--- config.mk ---
export PLATFORM = sky130hd
export DESIGN_NAME = dict_loader
export DESIGN_NICKNAME = d
export VERILOG_FILES = /design/src/rtl/dict_pkg.sv /design/src/rtl/dict_loader.sv
export SDC_FILE = /design/constraint.sdc
export NUM_CORES = 1
export LEC_CHECK = 0
export ABC_CLOCK_PERIOD_IN_PS = 2300
export BUFFER_PORTS_ARGS = -buffer_cell sky130_fd_sc_hd__buf_4
export CAP_MARGIN = 20
export CORE_MARGIN = 2
export CORE_UTILIZATION = 51
export CTS_BUF_LIST = sky130_fd_sc_hd__clkbuf_8
export DETAILED_ROUTE_END_ITERATION = 16
export MAX_ROUTING_LAYER = met4
export PLACE_DENSITY = 0.89
export SETUP_SLACK_MARGIN = 0.4
export SLEW_MARGIN = 30
export SYNTH_ARGS = -nofsm -noshare
export SYNTH_HDL_FRONTEND = slang
export SYNTH_SLANG_ARGS = --single-unit
export TNS_END_PERCENT = 20
--- constraint.sdc ---
create_clock -name clk -period 2.3 [get_ports clk]
set_input_delay 0.23 -clock clk [delete_from_list [all_inputs] [get_ports clk]]
set_output_delay 0.23 -clock clk [all_outputs]
set_load 0.1 [all_outputs]
--- src/rtl/dict_pkg.sv ---
// Shared definitions for the dictionary boot loader and the compression controller:
// field widths, image header layout, FSM state codes and dictionary selection helper.
package dict_pkg;

    localparam int unsigned DICT1_KEY_W = 3;
    localparam int unsigned DICT2_KEY_W = 5;
    localparam int unsigned DICT3_KEY_W = 8;
    localparam int unsigned DICT1_VAL_W = 7;
    localparam int unsigned DICT2_VAL_W = 10;
    localparam int unsigned DICT3_VAL_W = 15;

    localparam int unsigned ADDR_W = 32;
    localparam int unsigned DATA_W = 32;
    localparam int unsigned CNT_W  = 9;

    localparam logic [31:0] DICT_BASE_ADDR_DEF = 32'h0000_F000;
    localparam logic [11:0] DICT_MAGIC         = 12'hD1C;

    localparam int unsigned MAGIC_LSB = 20;
    localparam int unsigned MAGIC_MSB = 31;
    localparam int unsigned RSVD_BIT  = 19;
    localparam int unsigned N3_LSB    = 10;
    localparam int unsigned N3_MSB    = 18;
    localparam int unsigned N2_LSB    = 4;
    localparam int unsigned N2_MSB    = 9;
    localparam int unsigned N1_LSB    = 0;
    localparam int unsigned N1_MSB    = 3;

    // Image header word as read from memory
    typedef struct packed {
        logic [MAGIC_MSB-MAGIC_LSB:0] magic;
        logic                         rsvd;
        logic [N3_MSB-N3_LSB:0]       n3;
        logic [N2_MSB-N2_LSB:0]       n2;
        logic [N1_MSB-N1_LSB:0]       n1;
    } dict_hdr_t;

    localparam logic [2:0] S_IDLE    = 3'd0;
    localparam logic [2:0] S_HDR_REQ = 3'd1;
    localparam logic [2:0] S_HDR_CHK = 3'd2;
    localparam logic [2:0] S_ENT_REQ = 3'd3;
    localparam logic [2:0] S_ENT_WR  = 3'd4;
    localparam logic [2:0] S_DONE    = 3'd5;
    localparam logic [2:0] S_ERROR   = 3'd6;

    localparam logic [1:0] SEL_NONE = 2'd0;
    localparam logic [1:0] SEL_D1   = 2'd1;
    localparam logic [1:0] SEL_D2   = 2'd2;
    localparam logic [1:0] SEL_D3   = 2'd3;

    // First dictionary after cur with a nonzero entry count, SEL_NONE if none left
    function automatic logic [1:0] next_dict(
        input logic [1:0]             cur,
        input logic [N1_MSB-N1_LSB:0] n1,
        input logic [N2_MSB-N2_LSB:0] n2,
        input logic [N3_MSB-N3_LSB:0] n3
    );
        next_dict = SEL_NONE;
        if (cur < SEL_D1 && n1 != '0) begin
            next_dict = SEL_D1;
        end else if (cur < SEL_D2 && n2 != '0) begin
            next_dict = SEL_D2;
        end else if (cur < SEL_D3 && n3 != '0) begin
            next_dict = SEL_D3;
        end
    endfunction

endpackage

--- src/rtl/dict_loader.sv ---
// Boot-time loader: reads the dictionary image from instruction memory and
// replays it into the dict1/dict2/dict3 write ports in key order.
module dict_loader
    import dict_pkg::*;
#(
    parameter int unsigned FIELD1_KEY_WIDTH = DICT1_KEY_W,
    parameter int unsigned FIELD2_KEY_WIDTH = DICT2_KEY_W,
    parameter int unsigned FIELD3_KEY_WIDTH = DICT3_KEY_W,
    parameter int unsigned FIELD1_VAL_WIDTH = DICT1_VAL_W,
    parameter int unsigned FIELD2_VAL_WIDTH = DICT2_VAL_W,
    parameter int unsigned FIELD3_VAL_WIDTH = DICT3_VAL_W,
    parameter logic [31:0] DICT_BASE_ADDR   = DICT_BASE_ADDR_DEF
) (
    input  logic                        clk,
    input  logic                        reset,
    input  logic                        start,
    output logic                        busy,
    output logic                        dict_ready,
    output logic                        load_error,
    output logic                        mem_req_valid,
    input  logic                        mem_req_ready,
    output logic [ADDR_W-1:0]           mem_req_addr,
    input  logic [DATA_W-1:0]           mem_req_rdata,
    output logic                        dict1_write_enable,
    output logic [FIELD1_VAL_WIDTH-1:0] dict1_write_val,
    output logic                        dict2_write_enable,
    output logic [FIELD2_VAL_WIDTH-1:0] dict2_write_val,
    output logic                        dict3_write_enable,
    output logic [FIELD3_VAL_WIDTH-1:0] dict3_write_val
);

    localparam logic [CNT_W-1:0] CAP1 = CNT_W'(1 << FIELD1_KEY_WIDTH);
    localparam logic [CNT_W-1:0] CAP2 = CNT_W'(1 << FIELD2_KEY_WIDTH);
    localparam logic [CNT_W-1:0] CAP3 = CNT_W'(1 << FIELD3_KEY_WIDTH);

    logic [2:0]       state_q, state_nxt;
    dict_hdr_t        hdr_q, hdr_nxt;
    logic [1:0]       sel_q, sel_nxt;
    logic [CNT_W-1:0] cnt_q, cnt_nxt;

    logic                        busy_nxt, ready_nxt, err_nxt, valid_nxt;
    logic [ADDR_W-1:0]           addr_nxt;
    logic                        we1_nxt, we2_nxt, we3_nxt;
    logic [FIELD1_VAL_WIDTH-1:0] val1_nxt;
    logic [FIELD2_VAL_WIDTH-1:0] val2_nxt;
    logic [FIELD3_VAL_WIDTH-1:0] val3_nxt;

    logic [CNT_W-1:0] cnt_inc, cur_total;
    logic [1:0]       sel_first, sel_after;
    logic             hdr_bad;

    // The reserved header bit carries no meaning
    logic unused_hdr_rsvd;
    assign unused_hdr_rsvd = hdr_q.rsvd;

    // Next-state and registered-output logic
    always_comb begin
        state_nxt = state_q;
        hdr_nxt   = hdr_q;
        sel_nxt   = sel_q;
        cnt_nxt   = cnt_q;
        busy_nxt  = busy;
        ready_nxt = dict_ready;
        err_nxt   = load_error;
        valid_nxt = mem_req_valid;
        addr_nxt  = mem_req_addr;
        we1_nxt   = 1'b0;
        we2_nxt   = 1'b0;
        we3_nxt   = 1'b0;
        val1_nxt  = '0;
        val2_nxt  = '0;
        val3_nxt  = '0;

        cnt_inc   = cnt_q + CNT_W'(1);
        sel_first = next_dict(SEL_NONE, hdr_q.n1, hdr_q.n2, hdr_q.n3);
        sel_after = next_dict(sel_q, hdr_q.n1, hdr_q.n2, hdr_q.n3);
        hdr_bad   = (hdr_q.magic != DICT_MAGIC)
                  || (CNT_W'(hdr_q.n1) > CAP1)
                  || (CNT_W'(hdr_q.n2) > CAP2)
                  || (CNT_W'(hdr_q.n3) > CAP3);

        case (sel_q)
            SEL_D1:  cur_total = CNT_W'(hdr_q.n1);
            SEL_D2:  cur_total = CNT_W'(hdr_q.n2);
            SEL_D3:  cur_total = CNT_W'(hdr_q.n3);
            default: cur_total = '0;
        endcase

        case (state_q)
            S_IDLE: begin
                if (start) begin
                    busy_nxt  = 1'b1;
                    addr_nxt  = DICT_BASE_ADDR;
                    valid_nxt = 1'b1;
                    state_nxt = S_HDR_REQ;
                end
            end
            S_HDR_REQ: begin
                if (mem_req_valid && mem_req_ready) begin
                    hdr_nxt   = dict_hdr_t'(mem_req_rdata);
                    valid_nxt = 1'b0;
                    state_nxt = S_HDR_CHK;
                end
            end
            S_HDR_CHK: begin
                if (hdr_bad) begin
                    busy_nxt  = 1'b0;
                    err_nxt   = 1'b1;
                    state_nxt = S_ERROR;
                end else if (sel_first == SEL_NONE) begin
                    busy_nxt  = 1'b0;
                    ready_nxt = 1'b1;
                    state_nxt = S_DONE;
                end else begin
                    sel_nxt   = sel_first;
                    cnt_nxt   = '0;
                    addr_nxt  = mem_req_addr + ADDR_W'(4);
                    state_nxt = S_ENT_REQ;
                end
            end
            S_ENT_REQ: begin
                // First cycle here raises valid; the entry is captured on the ready cycle
                if (!mem_req_valid) begin
                    valid_nxt = 1'b1;
                end else if (mem_req_ready) begin
                    valid_nxt = 1'b0;
                    state_nxt = S_ENT_WR;
                    case (sel_q)
                        SEL_D1: begin
                            we1_nxt  = 1'b1;
                            val1_nxt = mem_req_rdata[FIELD1_VAL_WIDTH-1:0];
                        end
                        SEL_D2: begin
                            we2_nxt  = 1'b1;
                            val2_nxt = mem_req_rdata[FIELD2_VAL_WIDTH-1:0];
                        end
                        SEL_D3: begin
                            we3_nxt  = 1'b1;
                            val3_nxt = mem_req_rdata[FIELD3_VAL_WIDTH-1:0];
                        end
                        default: ;
                    endcase
                end
            end
            S_ENT_WR: begin
                addr_nxt = mem_req_addr + ADDR_W'(4);
                if (cnt_inc == cur_total) begin
                    cnt_nxt = '0;
                    if (sel_after == SEL_NONE) begin
                        busy_nxt  = 1'b0;
                        ready_nxt = 1'b1;
                        state_nxt = S_DONE;
                    end else begin
                        sel_nxt   = sel_after;
                        state_nxt = S_ENT_REQ;
                    end
                end else begin
                    cnt_nxt   = cnt_inc;
                    state_nxt = S_ENT_REQ;
                end
            end
            S_DONE, S_ERROR: ;
            default: state_nxt = S_IDLE;
        endcase
    end

    // State and output registers
    always_ff @(posedge clk) begin
        if (reset) begin
            state_q            <= S_IDLE;
            hdr_q              <= '0;
            sel_q              <= SEL_NONE;
            cnt_q              <= '0;
            busy               <= 1'b0;
            dict_ready         <= 1'b0;
            load_error         <= 1'b0;
            mem_req_valid      <= 1'b0;
            mem_req_addr       <= '0;
            dict1_write_enable <= 1'b0;
            dict1_write_val    <= '0;
            dict2_write_enable <= 1'b0;
            dict2_write_val    <= '0;
            dict3_write_enable <= 1'b0;
            dict3_write_val    <= '0;
        end else begin
            state_q            <= state_nxt;
            hdr_q              <= hdr_nxt;
            sel_q              <= sel_nxt;
            cnt_q              <= cnt_nxt;
            busy               <= busy_nxt;
            dict_ready         <= ready_nxt;
            load_error         <= err_nxt;
            mem_req_valid      <= valid_nxt;
            mem_req_addr       <= addr_nxt;
            dict1_write_enable <= we1_nxt;
            dict1_write_val    <= val1_nxt;
            dict2_write_enable <= we2_nxt;
            dict2_write_val    <= val2_nxt;
            dict3_write_enable <= we3_nxt;
            dict3_write_val    <= val3_nxt;
        end
    end

endmodule

# Word-level counts from Yosys, hierarchy flattened
# Cells that the tools add are included.
[word_totals]
in_bits = 36
latch_bits = 0
romBits = 0
regBits = 116
output_inout_bits = 71
mem_count = 0
ram_bits = 0
wordCells = 132
[op_classes]
n_div = 0
n_shift = 0
bitwise = 7
n_addsub = 2
mux = 47
order_cmp = 6
n_mul = 0
n_eq_ne = 22
reduce_logical = 30
[op_table]
columns = ["operator", "n"]
rows = [
  ["32-bit two-way mux", 3],
  ["32-bit one-hot mux with 3 select lines", 1],
  ["32-bit by 3-bit adder with 32-bit output (second input constant)", 1],
  ["9-bit two-way mux", 3],
  ["9-bit one-hot mux with 3 select lines", 1],
  ["3-bit two-way mux", 8],
  ["2-bit two-way mux", 10],
  ["2-bit != test (second input constant)", 10],
  ["5-bit AND reduction", 4],
  ["3-bit one-hot mux with 6 select lines", 1],
  ["9-bit one-hot mux with 2 select lines", 1],
  ["1-bit two-way mux", 15],
  ["5-bit OR reduction", 3],
  ["12-bit != test (second input constant)", 1],
  ["9-bit by 1-bit adder with 9-bit output (second input constant)", 1],
  ["3-bit == test (second input constant)", 3],
  ["9-bit == test", 1],
  ["9-bit > comparator (second input constant)", 1],
  ["9-bit nonzero test", 1],
  ["1-bit inverter", 7],
  ["3-bit by 2-bit == test with 1-bit output (second input constant)", 2],
  ["6-bit > comparator (second input constant)", 1],
  ["1-bit one-hot mux with 3 select lines", 2],
  ["3-bit AND reduction", 2],
  ["21 further kinds", 31],
]

# Longest topological paths before layout
[logic_depth]
depth_word = 9
mapped_depth = 11
depth_no_buf = 9

# Worst setup path before layout
# No wires, ideal clock.
[synth_path]
kind = "reg-to-reg"
startpoint = "register mem_req_addr[5]"
endpoint = "register mem_req_addr[26]"
synth_period_minus_slack_ps = 2912
n_path_buf = 1
setup_ps = 67
t_required_ps = 2233
path_stages_with_launch = 10
setup_slack_ps = -612
arrival_ps = 2846
cell_sequence = "dfxtp_1 -> and4_1 -> nand4_1 -> nor3_1 -> and3_1 -> and4_1 -> buf_2 -> nand4_1 -> xor2_1 -> nor2_1"
[synth_via]
elab_chain_cells = 4
[synth_rtl]
columns = ["element", "line_no", "source"]
rows = [
  ["from (decl)", "dict_loader.sv:22", "output logic [ADDR_W-1:0] mem_req_addr,"],
  ["from (signal assigned)", "dict_loader.sv:194", "mem_req_addr <= addr_nxt;"],
  ["32-bit by 3-bit adder with 32-bit output (*)", "dict_loader.sv:117, dict_loader.sv:146", ""],
  ["32-bit two-way mux", "dict_loader.sv:110", "end else if (sel_first == SEL_NONE) begin"],
  ["32-bit two-way mux", "dict_loader.sv:106", "if (hdr_bad) begin"],
  ["32-bit one-hot mux with 3 select lines (*)", "dict_loader.sv:89", "case (state_q)"],
]
# Mark *: on every way between the ends. The rest lies on a longest branch, timed or not. The select of a mux whose other input is x is not followed.
# A chain may end at the register's enable or synchronous reset.

# Worst setup path in the final report
[layout_path]
startpoint = "register hdr_q[4] (netlist name)"
endpoint = "register mem_req_addr[26]"
[layout_via]
elab_chain_cells = 6
word_cells_on_any_way = 10
classes_between = "order compare: 1; eq/ne: 2; mux: 2; reduce/logical: 5"
[layout_rtl]
columns = ["element", "line_no", "source"]
rows = [
  ["from (decl)", "dict_loader.sv:37", "dict_hdr_t hdr_q, hdr_nxt;"],
  ["from (signal assigned)", "dict_loader.sv:187", "hdr_q <= hdr_nxt;"],
  ["parallel branches: the longest is 5 deep, another holds 6-bit > comparator", "--", ""],
  ["4-bit AND reduction (no source line) (*)", "--", ""],
]
# Every way passes the cells marked *.

==> run metrics <==
Num CTS Buffers 17; Crit. End Element flop; fraction of layout cells with a size suffix above 1 0.368; asr flop ratio synth 0; cell chosen for the clock root clkbuf_8; die area 0.0104 mm²; First DRT Iteration DRCs 410; commonest non-fill, non-tap cell in the layout buf_4; number of global-route vias before repair between 4000 and 5000; Leakage Power 2.88 nW; CP Cell Sequence or4_4 -> o21a_1 -> a211o_1 -> o21a_4 -> nor2_4 -> buf_6 -> nand4_1 -> xor2_1 -> nor2_1; max frequency approximately 410 MHz; clk_lat worst skew ~0.44 ns; routed via count 4858; DRC errors left 0; Worst Path Max Fanout 6; Avg WL per Cell approximately 17 µm; Diodes inserted 0; Critical Path Start Type flop; Via density ~5.6; most frequent cells in the layout 155 x buf_4, 101 x nand2_1, 88 x dfxtp_1; Std-Cell Core Area ~0.009 mm²; register area 0.00233 mm²; final slew viol count 0; TritonCTS Sinks around 110; Unique masters post-synth 54; status finished, violations left; P&R area growth vs syn 41.1%; routability congestion estimate between 0.8 and 0.9; gr busiest metal met2; initial core utilization 0.527; final period utilization 1.07; GRT Total Usage 0.266; largest net degree at the start of global routing 46; die height around 100 µm; warnings from Yosys 0; non-filler cells, final ~870; nets around 770; Crit Path Class flop to flop; Detailed Routing Iterations Pass 1 5; post-route setup slack -0.152 ns; failing checks setup timing; CTS max path bufs 2; Detailed Route WL 14600 µm; crit path max-delay cell type or4_4; # rows 35; Max IR drop VDD around 490 µV; first-pass GRT wire length around 21000 µm; Syn Area/Cell approximately 8.6 µm²; Hold Crit Class input port to flop; synthesized area about 0.0049 mm²; CTS clk-pin slew, worst paths 0.09 ns; r2r setup slk -0.15 ns; ys flop type dfxtp_1; Final ANT Viol Nets 0; initial antenna violation count 0; Final min period about 2.5 ns; Largest stage delay, worst path 0.54 ns; grt ovf 0; sequential area share after synthesis 0.468; total design power 4.61 mW; RSZ-0062 raised after global routing true; Max-Cap Viols 0; setup violators final 31; htree depth 4; number of top-level pins 107; CTS tree built; Synth Register Bits 114; M3 GR Usage 0.0649; FILL cells around 550; synthesized instance count ~570; DP HPWL approximately 8700 µm; met1 Use GR 0.300; Req. time, crit path approximately 2.6 ns; die width between 100 and 150 µm; Fin Setup TNS -2.00 ns; CP Data Arrival Time about 2.8 ns; dpl cells 821; Pwr Density about 670 mW/mm²; final hold violations 0; M2 GR Usage 0.445; number of flops mapped to enable cells by yosys 0; Multi-input gate area between 0.002 and 0.003 mm²; Setup Skew around 0.013 ns; I/O Buffers 103
[cells by family (layout without fill, tap and decap cells)]
group | Yosys count | after routing | share of synthesized area
AND/OR/NAND/NOR | 270 | 270 | 0.278
flip-flops | 114 | 114 | 0.468
AO/OA/AOI/OAI | 90 | 90 | 0.113
XOR/XNOR | 40 | 40 | 0.0747
buffers and inverters | 38 | 209 | 0.0331
multiplexers | 13 | 13 | 0.0272
adder cells (fa/ha/maj) | 2 | 2 | 0.00513
other | 1 | 2 | 0.000769
[layer usage]
metal / wire [µm] / share of wire
met1: 5790 / 0.40
met2: 7260 / 0.50
met3: 954 / 0.065
met4: 584 / 0.040
met5: 0 / 0
[metrics by stage]
step	utilization	worst slack, ns	area (µm²)	hold slack (ns)
floorplan	-	-0.00137	4940	0.352
global placement	0.662	-0.177	6120	0.440
detailed placement	0.662	-0.232	6120	0.446
CTS	0.724	-0.0899	6690	0.000196
global route	0.744	-0.239	6880	0.0112
finish	0.744	-0.152	6880	0.0119
[layout make-up]
class,count,share of cell area
multi-input combinational,417,0.384
sequential,114,0.338
timing repair buffer,170,0.193
clock buffer,17,0.0340
tap,129,0.0235
clock inverter,15,0.0233
inverter,7,0.00382
[state kept, by name, summed over array words and instances, names as in the netlist, 2 cells and up]
name / cells
cnt_q: 9
mem_req_addr: 30
state_q: 3
dict2_write_val: 10
hdr_q: 31
dict3_write_val: 15
sel_q: 2
dict1_write_val: 7
[worst paths after layout]
path	from	endpoint	cells after the start
worst max-delay path	hdr_q[4]	mem_req_addr[26]	9
worst min-delay path	mem_req_rdata[6]	dict1_write_val[6]	2
worst max register to register	hdr_q[4]	mem_req_addr[26]	9
worst min register to register	hdr_q[26]	hdr_q[26]	2
[where the power goes]
| part | switching (mW) | internal, mW | total, mW |
|---|---|---|---|
| sequential | 0.0503 | 2.01 | 2.06 |
| combinational | 0.404 | 0.253 | 0.657 |
| clock | 0.988 | 0.908 | 1.90 |
[timing repair]
item / CTS / global route
setup endpoints to repair: 45 / 78
setup buffers: 1 / 6
gates resized for setup: 31 / 26
hold buffers: 5 / 4
pin swaps: 16 / 20
gates cloned: 0 / 0
hold endpoints to repair: 5 / 4
[Yosys cell counts, drive strengths merged (4+ instances only)]
library cell / count / area share
a211oi: 8 / 0.016
o21a: 4 / 0.0077
and2: 35 / 0.045
dfxtp: 114 / 0.47
xnor2: 13 / 0.023
nand3: 22 / 0.023
nor2b: 5 / 0.0064
nor3: 11 / 0.016
xor2: 26 / 0.047
nand4: 14 / 0.023
o21ai: 14 / 0.014
clkbuf: 25 / 0.019
and3: 8 / 0.011
nand2: 105 / 0.081
a21oi: 48 / 0.049
inv: 7 / 0.0054
mux2i: 11 / 0.023
buf: 6 / 0.0085
nor2: 46 / 0.035
[critical path: cells and delay by family (launching register included)]
kind	cells	cell delay [ns]
AOI/OAI and AO/OA	3	0.73
xor gates and xnor gates	1	0.19
buffers and inverters	1	0.16
DFF	1	0.33
and+or+nand+nor	4	0.92
(Power assumes the default switching activity.)
